===== config.mk =====
export PLATFORM = sky130hd
export DESIGN_NAME = mem_arbiter
export DESIGN_NICKNAME = d
export VERILOG_FILES = /design/src/rtl/mem_arb_pkg.sv /design/src/rtl/mem_arb_pick.sv /design/src/rtl/mem_arbiter.sv
export SDC_FILE = /design/constraint.sdc
export NUM_CORES = 1
export LEC_CHECK = 0
export BUFFER_PORTS_ARGS = -buffer_cell sky130_fd_sc_hd__buf_2
export CORE_UTILIZATION = 43
export DETAILED_ROUTE_END_ITERATION = 10
export MAX_ROUTING_LAYER = met4
export PLACE_DENSITY = 0.85
export SYNTH_ARGS = -nofsm -noshare
export SYNTH_HDL_FRONTEND = slang
export SYNTH_HIERARCHICAL = 1
export SYNTH_SLANG_ARGS = --single-unit

===== constraint.sdc =====
create_clock -name clk -period 2.8 [get_ports clk]
set_clock_uncertainty 0.15 [all_clocks]
set_input_delay 0.14 -clock clk [delete_from_list [all_inputs] [get_ports clk]]
set_output_delay 0.14 -clock clk [all_outputs]
set_load 0.02 [all_outputs]

===== src/rtl/mem_arb_pkg.sv =====
// Shared types and constants for the unified-memory arbiter.
package mem_arb_pkg;

    typedef enum logic [1:0] {
        ARB_IDLE = 2'd0,
        ARB_BUSY = 2'd1,
        ARB_DONE = 2'd2
    } arb_state_e;

    localparam logic PORT_IF = 1'b0;
    localparam logic PORT_DM = 1'b1;

    localparam int unsigned MEM_LAT_MAX = 4;
    localparam int unsigned CNT_W       = $clog2(MEM_LAT_MAX + 1);

endpackage


===== src/rtl/mem_arb_pick.sv =====
// Combinational winner select between fetch and data ports.
// MEM_ARB_RR_EN: alternate on contention using last_port; otherwise dm wins.
module mem_arb_pick (
    input  logic if_req_i,
    input  logic dm_req_i,
    input  logic last_port_i,
    output logic valid_o,
    output logic port_o
);
    import mem_arb_pkg::*;

    // Pick a winner; a lone requester always wins
    always_comb begin
        valid_o = if_req_i | dm_req_i;
        port_o  = PORT_IF;
`ifdef MEM_ARB_RR_EN
        if (if_req_i && dm_req_i) begin
            port_o = ~last_port_i;
        end else if (dm_req_i) begin
            port_o = PORT_DM;
        end
`else
        if (dm_req_i) begin
            port_o = PORT_DM;
        end
`endif
    end

`ifndef MEM_ARB_RR_EN
    logic unused_last_port;
    assign unused_last_port = last_port_i;
`endif

endmodule


===== src/rtl/mem_arbiter.sv =====
// Arbiter sharing one fixed-latency memory between fetch and data ports.
// Each access runs issue -> wait MEM_LAT -> done; one access in flight.
// MEM_ARB_RR_EN selects round-robin contention instead of fixed dm priority.
module mem_arbiter #(
    parameter int unsigned ADDR_W  = 16,
    parameter int unsigned DATA_W  = 16,
    parameter int unsigned MEM_LAT = 2
) (
    input  logic              clk,
    input  logic              rst,
    input  logic              if_req,
    input  logic [ADDR_W-1:0] if_addr,
    output logic              if_grant,
    output logic              if_done,
    output logic [DATA_W-1:0] if_rdata,
    input  logic              dm_req,
    input  logic              dm_wr,
    input  logic [ADDR_W-1:0] dm_addr,
    input  logic [DATA_W-1:0] dm_wdata,
    output logic              dm_grant,
    output logic              dm_done,
    output logic [DATA_W-1:0] dm_rdata,
    output logic              mem_en,
    output logic              mem_wr,
    output logic [ADDR_W-1:0] mem_addr,
    output logic [DATA_W-1:0] mem_wdata,
    input  logic [DATA_W-1:0] mem_rdata,
    output logic              stall_if,
    output logic              stall_dm,
    input  logic              halt_in,
    output logic              drained
);
    import mem_arb_pkg::*;

    localparam logic [CNT_W-1:0] LAT_C = CNT_W'(MEM_LAT);

    arb_state_e       state_q, state_d;
    logic [CNT_W-1:0] cnt_q, cnt_d;
    logic             cur_port_q, cur_port_d;
    logic             cur_wr_q, cur_wr_d;
    logic [DATA_W-1:0] if_rdata_q, if_rdata_d;
    logic [DATA_W-1:0] dm_rdata_q, dm_rdata_d;
    logic             last_port;
    logic             pick_valid, pick_port;
    logic             issue;

    mem_arb_pick u_pick (
        .if_req_i    (if_req & ~halt_in),
        .dm_req_i    (dm_req),
        .last_port_i (last_port),
        .valid_o     (pick_valid),
        .port_o      (pick_port)
    );

    // Combinational outputs are gated by rst so everything reads 0 in reset
    assign issue = rst & (state_q == ARB_IDLE) & pick_valid;

`ifdef MEM_ARB_RR_EN
    logic last_port_q, last_port_d;

    // Remember which port was granted most recently
    always_comb begin
        last_port_d = issue ? pick_port : last_port_q;
    end

    // last_port register, starts at fetch so dm wins first contention
    always_ff @(posedge clk or negedge rst) begin
        if (!rst) begin
            last_port_q <= PORT_IF;
        end else begin
            last_port_q <= last_port_d;
        end
    end

    assign last_port = last_port_q;
`else
    assign last_port = PORT_IF;
`endif

    // Next-state: issue, count latency, capture read data, finish
    always_comb begin
        state_d    = state_q;
        cnt_d      = cnt_q;
        cur_port_d = cur_port_q;
        cur_wr_d   = cur_wr_q;
        if_rdata_d = if_rdata_q;
        dm_rdata_d = dm_rdata_q;
        case (state_q)
            ARB_IDLE: begin
                if (issue) begin
                    state_d    = ARB_BUSY;
                    cnt_d      = CNT_W'(1);
                    cur_port_d = pick_port;
                    cur_wr_d   = (pick_port == PORT_DM) & dm_wr;
                end
            end
            ARB_BUSY: begin
                if (cnt_q == LAT_C) begin
                    state_d = ARB_DONE;
                    cnt_d   = '0;
                    if (!cur_wr_q) begin
                        if (cur_port_q == PORT_DM) begin
                            dm_rdata_d = mem_rdata;
                        end else begin
                            if_rdata_d = mem_rdata;
                        end
                    end
                end else begin
                    cnt_d = cnt_q + 1'b1;
                end
            end
            ARB_DONE: begin
                state_d = ARB_IDLE;
            end
            default: begin
                state_d = ARB_IDLE;
            end
        endcase
    end

    // State register; reset discards any access in flight
    always_ff @(posedge clk or negedge rst) begin
        if (!rst) begin
            state_q    <= ARB_IDLE;
            cnt_q      <= '0;
            cur_port_q <= PORT_IF;
            cur_wr_q   <= 1'b0;
            if_rdata_q <= '0;
            dm_rdata_q <= '0;
        end else begin
            state_q    <= state_d;
            cnt_q      <= cnt_d;
            cur_port_q <= cur_port_d;
            cur_wr_q   <= cur_wr_d;
            if_rdata_q <= if_rdata_d;
            dm_rdata_q <= dm_rdata_d;
        end
    end

    // Memory strobe, grants, done pulses and pipeline handshakes
    always_comb begin
        if_grant  = issue & (pick_port == PORT_IF);
        dm_grant  = issue & (pick_port == PORT_DM);
        mem_en    = issue;
        mem_wr    = 1'b0;
        mem_addr  = '0;
        mem_wdata = '0;
        if (issue) begin
            if (pick_port == PORT_DM) begin
                mem_wr    = dm_wr;
                mem_addr  = dm_addr;
                mem_wdata = dm_wdata;
            end else begin
                mem_addr  = if_addr;
            end
        end
        if_done  = (state_q == ARB_DONE) & (cur_port_q == PORT_IF);
        dm_done  = (state_q == ARB_DONE) & (cur_port_q == PORT_DM);
        if_rdata = if_rdata_q;
        dm_rdata = dm_rdata_q;
        stall_if = rst & if_req & ~if_done;
        stall_dm = rst & dm_req & ~dm_done;
        drained  = rst & halt_in & (state_q == ARB_IDLE) & ~dm_req;
    end

endmodule


# After elaboration in Yosys (flattened, before gate mapping)
# Index checks and enable logic that the tools add are counted.
# totals
in_bits	70
output_inout_bits	73
ff_bits	39
# op_classes
reduce_logical	7
n_mux	13
bitwise	23
eq_ne	5
addsub	1
# op_table
cell	n
2-to-1 mux 16 bit	4
bitwise AND 1 bit	15
AND reduction 4 bit	2
NOT 1 bit	7
2-to-1 mux 3 bit	2
one-hot mux 3 bit (2 select lines)	1
AND reduction 2 bit	3
2-to-1 mux 2 bit	2
!= test 2 bit, second input constant	2
one-hot mux 2 bit (2 select lines)	1
adder 3 x 1 -> 3 bit, second input constant	1
equality test 3 x 2 -> 1 bit, second input constant	1
2-to-1 mux 1 bit	3
equality test 2 x 1 -> 1 bit, second input constant	1
equality test 2 bit, second input constant	1
logical NOT 2 bit	1
nonzero test 2 bit	1
OR 1 bit	1

# Logic depth before layout (Yosys ltp)
# Gate-level depths: netlist of run 1.
# depth
word_depth	6
mapped_depth	8

# Modules after synthesis
# Netlist of run 1, hierarchy kept.
# modules_own_cells
module	area_per_inst_um2	cells_per_inst	instances
mem_arbiter	1929.4	150	1
mem_arb_pick	13.8	2	1

# Least setup slack after synthesis of run 1
# OpenSTA, ideal clock, no wires.
# synth_path
kind	register to output
startpoint	register state_q[1]
endpoint	output port mem_wdata[10]
path_buffers	2
slack_ns	0.969
stages_incl_launch_ff	6
arrival_ns	1.541
path_cell_list	dfrtp_1 > nand4bb_1 > inv_1 > clkbuf_1 > buf_2 > and3_1
# synth_via
elab_chain_len	4
# synth_rtl
item	line_no	source
start: declaration	mem_arbiter.sv:37	arb_state_e state_q, state_d;
start signal: assignment	mem_arbiter.sv:131	state_q <= state_d;
logical NOT 2 bit	mem_arbiter.sv:56	assign issue = rst & (state_q == ARB_IDLE) & pick_valid;
bitwise AND 1 bit (2 in series)	mem_arbiter.sv:56	
net mem_en	mem_arbiter.sv:23	output logic mem_en,
2-to-1 mux 16 bit	mem_arbiter.sv:148	if (issue) begin
end: declaration	mem_arbiter.sv:26	output logic [DATA_W-1:0] mem_wdata,
# The timed path passes the listed nets, and every way through them passes these cells.

# Worst setup path in the final report of run 1
# layout_path
startpoint	input port rst
endpoint	output port mem_addr[2]
# layout_via
elab_chain_len	3
# layout_rtl
item	line_no	source
start: declaration	mem_arbiter.sv:10	input logic rst,
bitwise AND 1 bit (2 in series)	mem_arbiter.sv:56	
2-to-1 mux 16 bit	mem_arbiter.sv:148	
end: declaration	mem_arbiter.sv:25	output logic [ADDR_W-1:0] mem_addr,
# No other way between the ends.

==> results_tabular.tex, run 1 <==
\begin{tabular}{lr}
\hline
Metric & Value \\
\hline
\multicolumn{2}{l}{\textbf{Global route}} \\
Remaining global-route overflow & 0 \\
Initial antenna violation count & 0 \\
Peak-usage layer in the global routing report & met2 \\
Tot GR Track Use & 21.9\% \\
Wire length of the first global-routing pass & 8.07 mm \\
Largest net degree at the start of global routing & 43 \\
Met1 GRT Util & 22.6\% \\
Met2 track demand over resource & 41.1\% \\
Number of global-route vias before repair & 1,792 \\
GR met3 Demand/Resource & 5.56\% \\
\multicolumn{2}{l}{\textbf{Setup path}} \\
Start-to-end type of the worst setup path & primary input to output pin \\
CP Capture Type & output pin \\
Worst path arrival time & 2080 ps \\
Element type at the critical path start & primary input \\
Critical-path maximum fanout & 17 \\
Required time at the worst-slack endpoint & 2510 ps \\
\multicolumn{2}{l}{\textbf{Power and ir drop}} \\
Leakage power summed over all cells & 0.00167 µW \\
Power per unit of standard cell area & 951 mW/mm² \\
Maximum VDD drop & 0.396 mV \\
\multicolumn{2}{l}{\textbf{Clocking}} \\
TritonCTS clock tree & done \\
CTS Root Buffer Type & sky130\_fd\_sc\_hd\_\_clkbuf\_8 \\
Clk\_lat worst skew & 280 ps \\
Clock sink count & 39 \\
Cells resized by post-CTS repair & 0 \\
TritonCTS Buffers & 5 \\
CTS clk-pin slew, worst paths & 70 ps \\
Number of H-tree branching levels & 2 \\
Number of buffers added for setup after CTS & 0 \\
CTS max path bufs & 2 \\
\multicolumn{2}{l}{\textbf{Floorplan}} \\
Die Area & 0.00478 mm² \\
Vertical die dimension & 69.2 µm \\
Starting Density & 44.5\% \\
Num rows & 24 \\
DIE WIDTH & 69.2 µm \\
CORE AREA & 0.00435 mm² \\
Number of primary I/O pins & 143 \\
\multicolumn{2}{l}{\textbf{STA}} \\
Pins Over Slew Limit & 0 \\
Final-layout setup total negative slack & 0 ps \\
Slew at the pin closest to its max-slew limit & 671 ps \\
Setup violators final & 0 \\
Final-report hold violation count & 0 \\
RSZ-0062 raised after global routing & false \\
Worst rel slew slack & 55.2\% \\
Time the worst path needs with I/O delays and setup & 2370 ps \\
Final worst-path cycle share & 84.8\% \\
Achievable clock frequency & 421 MHz \\
\multicolumn{2}{l}{\textbf{Routing}} \\
Detailed-route via count & 1,801 \\
Count of unresolved DRC violations after routing & 0 \\
Pre-antenna DRT Iters & 4 \\
Total wirelength of the detailed-routed design & 4.99 mm \\
Routed Antenna Nets & 0 \\
Routed via count divided by cell count & 4.99 \\
DRC marker count from the first detailed-route iteration & 49 \\
Routed wire per std cell & 13.8 µm \\
\multicolumn{2}{l}{\textbf{Place}} \\
Placed cell areas & 0.00267 mm² \\
Weighted congestion reported at the end of routability-driven placement & 0.825 \\
Buffers added on ports & 142 \\
Half-perimeter wire length after detailed placement & 3.68 mm \\
\multicolumn{2}{l}{\textbf{Synth}} \\
Average cell area after synthesis & 12.8 µm² \\
Synth Net Count & 221 \\
Cell count after synthesis & 151 \\
Total standard cell area after synthesis & 0.00194 mm² \\
Yosys warning count & 6 \\
\multicolumn{2}{l}{\textbf{Outcome}} \\
Run status & complete, no violations \\
\multicolumn{2}{l}{\textbf{Hold path}} \\
Class of the most critical hold timing path & primary input to register \\
\multicolumn{2}{l}{\textbf{Run}} \\
Max-capacitance violation count & 0 \\
\multicolumn{2}{l}{\textbf{Cells and area}} \\
Design area & 0.00294 mm² \\
Layout area overhead & 51.5\% \\
Net count of the finished layout & 379 \\
Most used cells in the layout excluding fill and tap cells & 142 x sky130\_fd\_sc\_hd\_\_buf\_2, 39 x sky130\_fd\_sc\_hd\_\_dfrtp\_1, 22 x sky130\_fd\_sc\_hd\_\_mux2\_2, 17 x sky130\_fd\_sc\_hd\_\_and3\_1, 17 x sky130\_fd\_sc\_hd\_\_dlygate4sd3\_1 \\
Share of layout cells above drive strength 1 & 60.2\% \\
Commonest non-fill, non-tap cell in the layout & sky130\_fd\_sc\_hd\_\_buf\_2 \\
Antenna cells & 0 \\
Layout filler cell count & 339 \\
\hline
\end{tabular}
-- sequential cells by signal (all words and copies together), names as in the netlist --
| signal | count |
|---|---|
| cnt_q | 3 |
| cur_port_q | 1 |
| cur_wr_q | 1 |
| dm_rdata | 16 |
| if_rdata | 16 |
| state_q | 2 |
-- metrics by stage --
| stage | total power, µW | util (%) | setup WS (ps) | instances | hold slack [ps] |
|---|---|---|---|---|---|
| after CTS | 2820 | 67.5 | 394 | 361 | 59.9 |
| after floorplan | 1910 | - | 969 | 151 | -306 |
| final | 2800 | 67.5 | 425 | 361 | 64.0 |
| after global placement | 2310 | 61.2 | 802 | 337 | 117 |
| after global routing | 2960 | 67.5 | 258 | 361 | 80.1 |
| after detailed placement | 2360 | 61.2 | 678 | 337 | 116 |
-- cell type report --
cell class,count,area [µm²],share of cell area [%]
inverter,2,7.51,0.255
clock buffer,6,72.6,2.47
sequential,39,976,33.2
multi-input combinational,100,892,30.4
timing repair buffer,161,896,30.5
clock inverter,1,30.0,1.02
tap,52,65.1,2.21
-- what timing repair did --
| item | in CTS | in global routing |
|---|---|---|
| endpoints found under the setup margin | 0 | 0 |
| hold buffers | 17 | 0 |
| hold endpoints to repair | 71 | 0 |
-- worst paths after layout --
| kind | start | endpoint | slack, ps | cells past startpoint |
|---|---|---|---|---|
| worst max-delay path | rst | mem_addr[2] | 430 | 7 |
| worst min-delay path | dm_wr | cur_wr_q$_DFFE_PN0P_ | 60 | 3 |
| worst max register to register | cnt_q[2]$_DFFE_PN0P_ | dm_rdata[10]$_DFFE_PN0P_ | 880 | 3 |
| worst min register to register | dm_rdata[2]$_DFFE_PN0P_ | dm_rdata[2]$_DFFE_PN0P_ | 350 | 1 |
| max in group asynchronous | rst | cnt_q[1]$_DFFE_PN0P_ | 1790 | 3 |
| min in group asynchronous | rst | state_q[1]$_DFFE_PN0P_ | 360 | 3 |
-- power breakdown --
group / switching (µW) / leakage (µW) / internal, µW
Clock: 177 / 0.0000513 / 261
Combinational: 731 / 0.00116 / 600
Sequential: 180 / 0.000460 / 846
-- critical path, cell delays in order --
cell,delay (ps)
sky130_fd_sc_hd__dlygate4sd3_1,540
sky130_fd_sc_hd__buf_2,120
sky130_fd_sc_hd__nand4bb_1,240
sky130_fd_sc_hd__inv_1,140
sky130_fd_sc_hd__and2_1,500
sky130_fd_sc_hd__a22o_1,230
sky130_fd_sc_hd__buf_2,160
-- per-layer routing --
metal,routed length [µm],vias up
met5,0,-
met4,23,0
met3,342,4
met2,2630,91
met1,1990,841
li1,-,865
(Power assumes the default switching activity.)
==> inputs of run 2 (changes only) <==
--- a/config.mk
+++ b/config.mk
@@ -6,10 +6,10 @@
 export NUM_CORES = 1
 export LEC_CHECK = 0
 export BUFFER_PORTS_ARGS = -buffer_cell sky130_fd_sc_hd__buf_2
-export CORE_UTILIZATION = 43
+export CORE_UTILIZATION = 36
 export DETAILED_ROUTE_END_ITERATION = 10
 export MAX_ROUTING_LAYER = met4
-export PLACE_DENSITY = 0.85
+export PLACE_DENSITY = 0.76
 export SYNTH_ARGS = -nofsm -noshare
 export SYNTH_HDL_FRONTEND = slang
 export SYNTH_HIERARCHICAL = 1
==> constraint.sdc (replaced) <==
create_clock -name clk -period 2 [get_ports clk]
set_clock_uncertainty 0.15 [all_clocks]
set_input_delay 0.1 -clock clk [delete_from_list [all_inputs] [get_ports clk]]
set_output_delay 0.1 -clock clk [all_outputs]
set_load 0.02 [all_outputs]
==> run 2 against run 1 <==
Compared with the run above: hold slack better by 180 ps; global-route usage fell by 2.0 points; utilization down 7.3 points; setup slack worse by 360 ps; clock-buffer cell count did not move; sequential power grew 39%; total power is 46% higher; non-clock buffer count rose by 9; routed wire length rose by 12%; die area is 19% higher; critical path type unchanged; critical endpoint is now mem_addr[5]; largest cell class is now non-clock buffers; largest power group unchanged.
==> results_tabular.tex, run 2 (synthesis results as in run 1) <==
\begin{tabular}{lr}
\hline
Metric & Value \\
\hline
\multicolumn{2}{l}{\textbf{Setup path}} \\
CP Capture Type & output pin \\
Critical-path maximum fanout & 8 (-9) \\
Worst path arrival time & 1690 ps (-390 ps) \\
FF-to-FF setup slack & 120 ps (-760 ps) \\
Worst Reg-to-Reg Cells & 3 (unchanged) \\
Start-to-end type of the worst setup path & primary input to output pin \\
Ordered list of cells on the worst path & dlygate4sd3\_1 > buf\_4 > nand4bb\_1 > buf\_4 > nor2\_4 > buf\_6 > a22o\_1 > buf\_4 \\
Most Frequent Cell on Critical Path & sky130\_fd\_sc\_hd\_\_buf\_4 \\
Critical register-to-register path startpoint & cnt\_q[2]\$\_DFFE\_PN0P\_ \\
Element type at the critical path start & primary input \\
Slowest stage delay, CP & 550 ps (about the same) \\
Critical R2R Capture & dm\_rdata[14]\$\_DFFE\_PN0P\_ \\
Required time at the worst-slack endpoint & 1750 ps (-760 ps) \\
Worst path slowest cell & sky130\_fd\_sc\_hd\_\_dlygate4sd3\_1 \\
\multicolumn{2}{l}{\textbf{Cells and area}} \\
Antenna cells & 0 (unchanged) \\
Share of layout cells above drive strength 1 & 61.8\% (+1.6 points) \\
Utilization after layout & 60.2\% (-7.3 points) \\
Most used cells in the layout excluding fill and tap cells & 131 x sky130\_fd\_sc\_hd\_\_buf\_2, 39 x sky130\_fd\_sc\_hd\_\_dfrtp\_1, 22 x sky130\_fd\_sc\_hd\_\_mux2\_2, 18 x sky130\_fd\_sc\_hd\_\_buf\_4, 18 x sky130\_fd\_sc\_hd\_\_dlygate4sd3\_1 \\
Commonest non-fill, non-tap cell in the layout & sky130\_fd\_sc\_hd\_\_buf\_2 \\
Layout area overhead & 59.5\% \\
Design area & 0.00309 mm² (+5.2\%) \\
Net count of the finished layout & 388 (+2.4\%) \\
\multicolumn{2}{l}{\textbf{Run}} \\
Max-capacitance violation count & 0 (unchanged) \\
\multicolumn{2}{l}{\textbf{Floorplan}} \\
Starting Density & 37.7\% (-6.8 points) \\
Num rows & 26 (+8.3\%) \\
Vertical die dimension & 75.4 µm (+9.0\%) \\
DIE WIDTH & 75.4 µm (+9.0\%) \\
Number of primary I/O pins & 143 (unchanged) \\
Die Area & 0.00568 mm² (+19\%) \\
CORE AREA & 0.00514 mm² (+18\%) \\
\multicolumn{2}{l}{\textbf{Clocking}} \\
CTS max path bufs & 2 (unchanged) \\
CTS clk-pin slew, worst paths & 70 ps (about the same) \\
Clk\_lat worst skew & 290 ps (about the same) \\
Number of H-tree branching levels & 2 (unchanged) \\
TritonCTS clock tree & done \\
CTS Root Buffer Type & sky130\_fd\_sc\_hd\_\_clkbuf\_8 \\
Clock sink count & 39 (unchanged) \\
TritonCTS Buffers & 5 (unchanged) \\
\multicolumn{2}{l}{\textbf{STA}} \\
Slew at the pin closest to its max-slew limit & 386 ps (-285 ps) \\
Final worst-path cycle share & 96.8\% \\
Final-report hold violation count & 0 (unchanged) \\
Achievable clock frequency & 516 MHz \\
Setup violators final & 0 (unchanged) \\
Pins Over Slew Limit & 0 (unchanged) \\
Worst rel slew slack & 74.2\% (+19 points) \\
RSZ-0062 raised after global routing & true \\
Time the worst path needs with I/O delays and setup & 1940 ps \\
Final-layout setup total negative slack & 0 ps (unchanged) \\
\multicolumn{2}{l}{\textbf{Global route}} \\
Initial antenna violation count & 0 (unchanged) \\
Wire length of the first global-routing pass & 8.17 mm (+1.3\%) \\
Largest net degree at the start of global routing & 43 (unchanged) \\
Number of global-route vias before repair & 1,761 (-1.7\%) \\
Tot GR Track Use & 19.9\% (-2.0 points) \\
Remaining global-route overflow & 0 (unchanged) \\
\multicolumn{2}{l}{\textbf{Routing}} \\
Routed via count divided by cell count & 4.76 (-4.6\%) \\
Pre-antenna DRT Iters & 4 (unchanged) \\
Count of unresolved DRC violations after routing & 0 (unchanged) \\
DRC marker count from the first detailed-route iteration & 72 (+47\%) \\
Routed Antenna Nets & 0 (unchanged) \\
Detailed-route via count & 1,852 (+2.8\%) \\
Routed wire per std cell & 14.3 µm (+3.8\%) \\
Total wirelength of the detailed-routed design & 5.58 mm (+12\%) \\
\multicolumn{2}{l}{\textbf{Hold path}} \\
Class of the most critical hold timing path & primary input to async pin \\
\multicolumn{2}{l}{\textbf{Power and ir drop}} \\
Power per unit of standard cell area & 1320 mW/mm² (+38\%) \\
Maximum VDD drop & 0.599 mV (+51\%) \\
Leakage power summed over all cells & 0.00174 µW (+4.0\%) \\
\multicolumn{2}{l}{\textbf{Outcome}} \\
Run status & complete, no violations \\
\multicolumn{2}{l}{\textbf{Place}} \\
Placed cell areas & 0.00271 mm² (+1.7\%) \\
Buffers added on ports & 142 (unchanged) \\
Weighted congestion reported at the end of routability-driven placement & 0.782 (-5.2\%) \\
Half-perimeter wire length after detailed placement & 4.07 mm (+11\%) \\
\hline
\end{tabular}
==> run 2: changes by cell type in the layout (fill, tap and decap cells not counted) <==
cell	previous run	this run
sky130_fd_sc_hd__buf_4	2	18
sky130_fd_sc_hd__clkbuf_1	1	0
sky130_fd_sc_hd__clkinv_2	0	1
sky130_fd_sc_hd__dlygate4sd3_1	17	18
sky130_fd_sc_hd__nor2_4	0	1
sky130_fd_sc_hd__and2_4	0	1
sky130_fd_sc_hd__and2_1	2	1
sky130_fd_sc_hd__nor2_2	1	0
sky130_fd_sc_hd__clkbuf_8	5	6
sky130_fd_sc_hd__buf_2	142	131
sky130_fd_sc_hd__buf_6	0	3
==> run 2: worst max path at each step <==
stage | cells past startpoint | endpoint | start | slack (ps)
floorplan | 5 | mem_wdata[10] | state_q[1]$_DFFE_PN0P_ | 210
global placement | 5 | mem_addr[12] | state_q[0]$_DFFE_PN0P_ | 190
detailed placement | 3 | dm_rdata[9]$_DFFE_PN0P_ | cnt_q[2]$_DFFE_PN0P_ | 130
CTS | 8 | mem_addr[7] | rst | 30
global route | 8 | mem_addr[5] | rst | -10
finish | 8 | mem_addr[5] | rst | 60
==> run 2: layout make-up <==
| type | instances | area [µm²] |
|---|---|---|
| clock inverters | 2 | 35.0 |
| flip-flops and latches | 39 | 976 |
| multi-input cells | 100 | 900 |
| well taps | 70 | 87.6 |
| repair buffers | 170 | 1000 |
| inverters | 2 | 7.51 |
| fillers | 441 | 2050 |
| clock buffers | 6 | 82.6 |
==> run 2: metrics by stage <==
stage / total power (µW) / std cells / hold slack, ps / setup slack [ps]
2_1_floorplan: 2670 / 151 / -346 / 209
3_3_place_gp: 3250 / 358 / 87.7 / 186
3_5_place_dp: 3320 / 358 / 102 / 132
4_1_cts: 4060 / 387 / 135 / 33.4
5_1_grt: 4330 / 389 / 280 / -14.2
6_report: 4070 / 389 / 247 / 63.5
==> run 2: per-layer routing <==
metal | part of all wire (%) | global-route usage (%)
met1 | 39 | 21.6
met2 | 52 | 36.2
met3 | 7.4 | 4.89
met4 | 1.0 | 5.56
met5 | 0 | -
==> run 2: worst max-delay path, delay by kind of cell <==
kind                   cells  cell delay, ps
buffers and inverters      5            1160
AND/OR/NAND/NOR            2             270
AO/OA/AOI/OAI              1             150
==> run 2: report_power, final <==
group	internal [µW]	total (µW)	switching (µW)
clock network	404	675	271
registers	1180	1430	247
logic	899	1960	1060
==> run 2: what timing repair did <==
item,4_1_cts,5_1_grt
cloned,1,1
buffers inserted,2,1
hold buffers,18,0
endpoints found under the setup margin,17,25
hold endpoints to repair,72,0
gates resized for setup,4,15
pin swaps,0,1
==> inputs of run 3 (changes only) <==
--- a/config.mk
+++ b/config.mk
@@ -6,10 +6,10 @@
 export NUM_CORES = 1
 export LEC_CHECK = 0
 export BUFFER_PORTS_ARGS = -buffer_cell sky130_fd_sc_hd__buf_2
-export CORE_UTILIZATION = 36
+export CORE_UTILIZATION = 40
 export DETAILED_ROUTE_END_ITERATION = 10
 export MAX_ROUTING_LAYER = met4
-export PLACE_DENSITY = 0.76
+export PLACE_DENSITY = 0.79
 export SYNTH_ARGS = -nofsm -noshare
 export SYNTH_HDL_FRONTEND = slang
 export SYNTH_HIERARCHICAL = 1
==> constraint.sdc (replaced) <==
create_clock -name clk -period 1.9 [get_ports clk]
set_clock_uncertainty 0.15 [all_clocks]
set_input_delay 0.095 -clock clk [delete_from_list [all_inputs] [get_ports clk]]
set_output_delay 0.095 -clock clk [all_outputs]
set_load 0.02 [all_outputs]
==> run 3 against run 2 <==
Compared with the run above: critical path depth down 2; largest power group unchanged; sequential share of layout area decreased by 0.55 points; critical endpoint is now mem_addr[7]; routed wire length shrank 2.0%; cell count fell by 4.6%; the flow now finishes with violations (hold timing); die area shrank 9.7%; utilization up 9.8 points; final area up 1.9%; clock power down 18%; setup slack worse by 52 ps.
==> results_tabular.tex, run 3 (synthesis results as in run 1) <==
\begin{tabular}{lr}
\hline
Metric & Value \\
\hline
\multicolumn{2}{l}{\textbf{Global route}} \\
Largest net degree at the start of global routing & 43 (unchanged) \\
Wire length of the first global-routing pass & 8.36 mm (+2.3\%) \\
Number of global-route vias before repair & 1,834 (+4.1\%) \\
Initial antenna violation count & 0 (unchanged) \\
Remaining global-route overflow & 0 (unchanged) \\
Tot GR Track Use & 21.9\% (+1.9 points) \\
\multicolumn{2}{l}{\textbf{Setup path}} \\
Critical-path maximum fanout & 6 (-2) \\
CP Capture Type & output pin \\
Element type at the critical path start & register \\
Start-to-end type of the worst setup path & register to output pin \\
Worst path arrival time & 1640 ps (-50 ps) \\
Required time at the worst-slack endpoint & 1650 ps (-100 ps) \\
\multicolumn{2}{l}{\textbf{Hold path}} \\
Class of the most critical hold timing path & primary input to async pin \\
\multicolumn{2}{l}{\textbf{Routing}} \\
Pre-antenna DRT Iters & 6 (+2) \\
DRC marker count from the first detailed-route iteration & 66 (-8.3\%) \\
Routed Antenna Nets & 0 (unchanged) \\
Total wirelength of the detailed-routed design & 5.47 mm (-2.0\%) \\
Count of unresolved DRC violations after routing & 0 (unchanged) \\
Routed wire per std cell & 14.7 µm (+2.7\%) \\
Detailed-route via count & 1,832 (-1.1\%) \\
Routed via count divided by cell count & 4.94 (+3.7\%) \\
\multicolumn{2}{l}{\textbf{Cells and area}} \\
Antenna cells & 0 (unchanged) \\
Net count of the finished layout & 389 (+0.26\%) \\
Layout area overhead & 62.5\% \\
Share of layout cells above drive strength 1 & 62.7\% (+0.94 points) \\
Post-layout instance count excluding filler cells & 371 (-4.6\%) \\
Commonest non-fill, non-tap cell in the layout & sky130\_fd\_sc\_hd\_\_buf\_2 \\
Most used cells in the layout excluding fill and tap cells & 126 x sky130\_fd\_sc\_hd\_\_buf\_2, 38 x sky130\_fd\_sc\_hd\_\_dfrtp\_1, 22 x sky130\_fd\_sc\_hd\_\_mux2\_2, 20 x sky130\_fd\_sc\_hd\_\_buf\_6 \\
Layout filler cell count & 338 (-23\%) \\
Utilization after layout & 70.0\% (+9.8 points) \\
\multicolumn{2}{l}{\textbf{STA}} \\
Time the worst path needs with I/O delays and setup & 1890 ps \\
Final-layout setup total negative slack & 0 ps (unchanged) \\
Final worst-path cycle share & 99.4\% \\
Achievable clock frequency & 530 MHz \\
Final-report hold violation count & 39 (+39) \\
Worst rel slew slack & 66.8\% (-7.5 points) \\
Slew at the pin closest to its max-slew limit & 499 ps (+113 ps) \\
Smallest hold slack & -218 ps (-465 ps) \\
RSZ-0062 raised after global routing & true \\
Pins Over Slew Limit & 0 (unchanged) \\
Setup violators final & 0 (unchanged) \\
\multicolumn{2}{l}{\textbf{Power and ir drop}} \\
Clock network power share & 13.2\% (-3.4 points) \\
Maximum VDD drop & 0.590 mV (-1.5\%) \\
Power per unit of standard cell area & 1330 mW/mm² (+1.4\%) \\
Fraction of power spent switching nets & 39.5\% (+0.62 points) \\
Leakage power summed over all cells & 0.00175 µW (+0.48\%) \\
Switching power of the nets & 1660 µW (+5.0\%) \\
Combinational cell fraction of total power & 51.0\% (+2.8 points) \\
Portion of total power attributed to sequential cells & 35.8\% (+0.6 points) \\
Cell internal power dissipation & 2540 µW (+2.3\%) \\
\multicolumn{2}{l}{\textbf{Place}} \\
Buffers added on ports & 142 (unchanged) \\
Half-perimeter wire length after detailed placement & 3.68 mm (-9.6\%) \\
Total placed cells including tap cells & 340 (-5.0\%) \\
Weighted congestion reported at the end of routability-driven placement & 0.884 (+13\%) \\
\multicolumn{2}{l}{\textbf{Clocking}} \\
CTS Root Buffer Type & sky130\_fd\_sc\_hd\_\_clkbuf\_8 \\
Clk\_lat worst skew & 290 ps (about the same) \\
Number of H-tree branching levels & 2 (unchanged) \\
TritonCTS Buffers & 5 (unchanged) \\
CTS max path bufs & 2 (unchanged) \\
Count of hold-fix buffers inserted at cts & 17 (-1) \\
CTS clk-pin slew, worst paths & 70 ps (about the same) \\
Clock sink count & 39 (unchanged) \\
TritonCTS clock tree & done \\
\multicolumn{2}{l}{\textbf{Floorplan}} \\
Vertical die dimension & 71.6 µm (-5.0\%) \\
Starting Density & 43.1\% (+5.3 points) \\
Die Area & 0.00513 mm² (-9.7\%) \\
Num rows & 24 (-7.7\%) \\
Number of primary I/O pins & 143 (unchanged) \\
DIE WIDTH & 71.6 µm (-5.0\%) \\
CORE AREA & 0.00450 mm² (-12\%) \\
\multicolumn{2}{l}{\textbf{Outcome}} \\
Violations in the final reports & hold timing \\
Run status & finished with violations \\
\multicolumn{2}{l}{\textbf{Run}} \\
Max-capacitance violation count & 0 (unchanged) \\
\hline
\end{tabular}
[run 3: cell count changes in the layout (fill, tap and decap cells not counted), sizes merged]
cell	previous run	this run
dlygate4sd3	18	17
bufinv	1	0
buf	152	154
[run 3: worst paths after layout]
path / start / endpoint / slack, ps / cells past startpoint
setup / recovery: state_q[1]$_DFFE_PN0P_ / mem_addr[7] / 10 / 6
hold / removal: rst / cur_port_q$_DFFE_PN0P_ / -220 / 2
setup reg to reg: cnt_q[2]$_DFFE_PN0P_ / dm_rdata[6]$_DFFE_PN0P_ / 190 / 4
hold reg to reg: if_rdata[8]$_DFFE_PN0P_ / if_rdata[8]$_DFFE_PN0P_ / 350 / 1
max in group asynchronous: rst / state_q[1]$_DFFE_PN0P_ / 1450 / 2
min in group clk: rst / cur_wr_q$_DFFE_PN0P_ / 250 / 5
[run 3: per-layer routing]
metal | vias up | GRT usage [%] | routed length (µm)
li1 | 884 | - | -
met1 | 851 | 23.5 | 2130
met2 | 90 | 39.2 | 2870
met3 | 7 | 4.64 | 380
met4 | 0 | 8.50 | 78
met5 | - | - | 0
[run 3: final cells by class]
type | count | area, µm² | share of cell area, %
clock buffers | 6 | 82.6 | 2.62
clock inverters | 1 | 5.00 | 0.159
inverters | 2 | 7.51 | 0.238
multi-input cells | 100 | 916 | 29.1
flip-flops and latches | 39 | 977 | 31.0
well taps | 52 | 65.1 | 2.06
repair buffers | 171 | 1100 | 34.9
[run 3: power groups by stage]
stage | combinational, µW | sequential, µW | clock [µW]
after global placement | 1910 | 1510 | 0
after CTS | 2110 | 1500 | 573
after global routing | 2290 | 1550 | 597
final | 2140 | 1510 | 553
after detailed placement | 1950 | 1520 | 0
after floorplan | 880 | 1930 | 0
[run 3: stage by stage]
step / area [µm²] / power (µW) / setup slack [ps] / hold WS, ps
floorplan: 1940 / 2810 / 114 / -351
global placement: 2690 / 3420 / 69.1 / 82.5
detailed placement: 2690 / 3470 / -15.7 / 87.7
CTS: 3100 / 4180 / -24.5 / -226
global route: 3150 / 4440 / -58.2 / -161
finish: 3150 / 4200 / 11.7 / -218
[run 3: repair_timing]
| item | in CTS | in global routing |
|---|---|---|
| endpoints found under the setup margin | 28 | 33 |
| gates resized for setup | 33 | 10 |
| cloned | 1 | 1 |
| endpoints found under the hold margin | 72 | 39 |
| setup buffers | 5 | 0 |
| pin swaps | 2 | 10 |
[run 3: critical path: stages (launching register included)]
cell                        delay (ps)
sky130_fd_sc_hd__dfrtp_2           440
sky130_fd_sc_hd__nand4bb_4         210
sky130_fd_sc_hd__buf_6             140
sky130_fd_sc_hd__nor2_4            130
sky130_fd_sc_hd__buf_4             160
sky130_fd_sc_hd__a22o_1            160
sky130_fd_sc_hd__buf_6             120
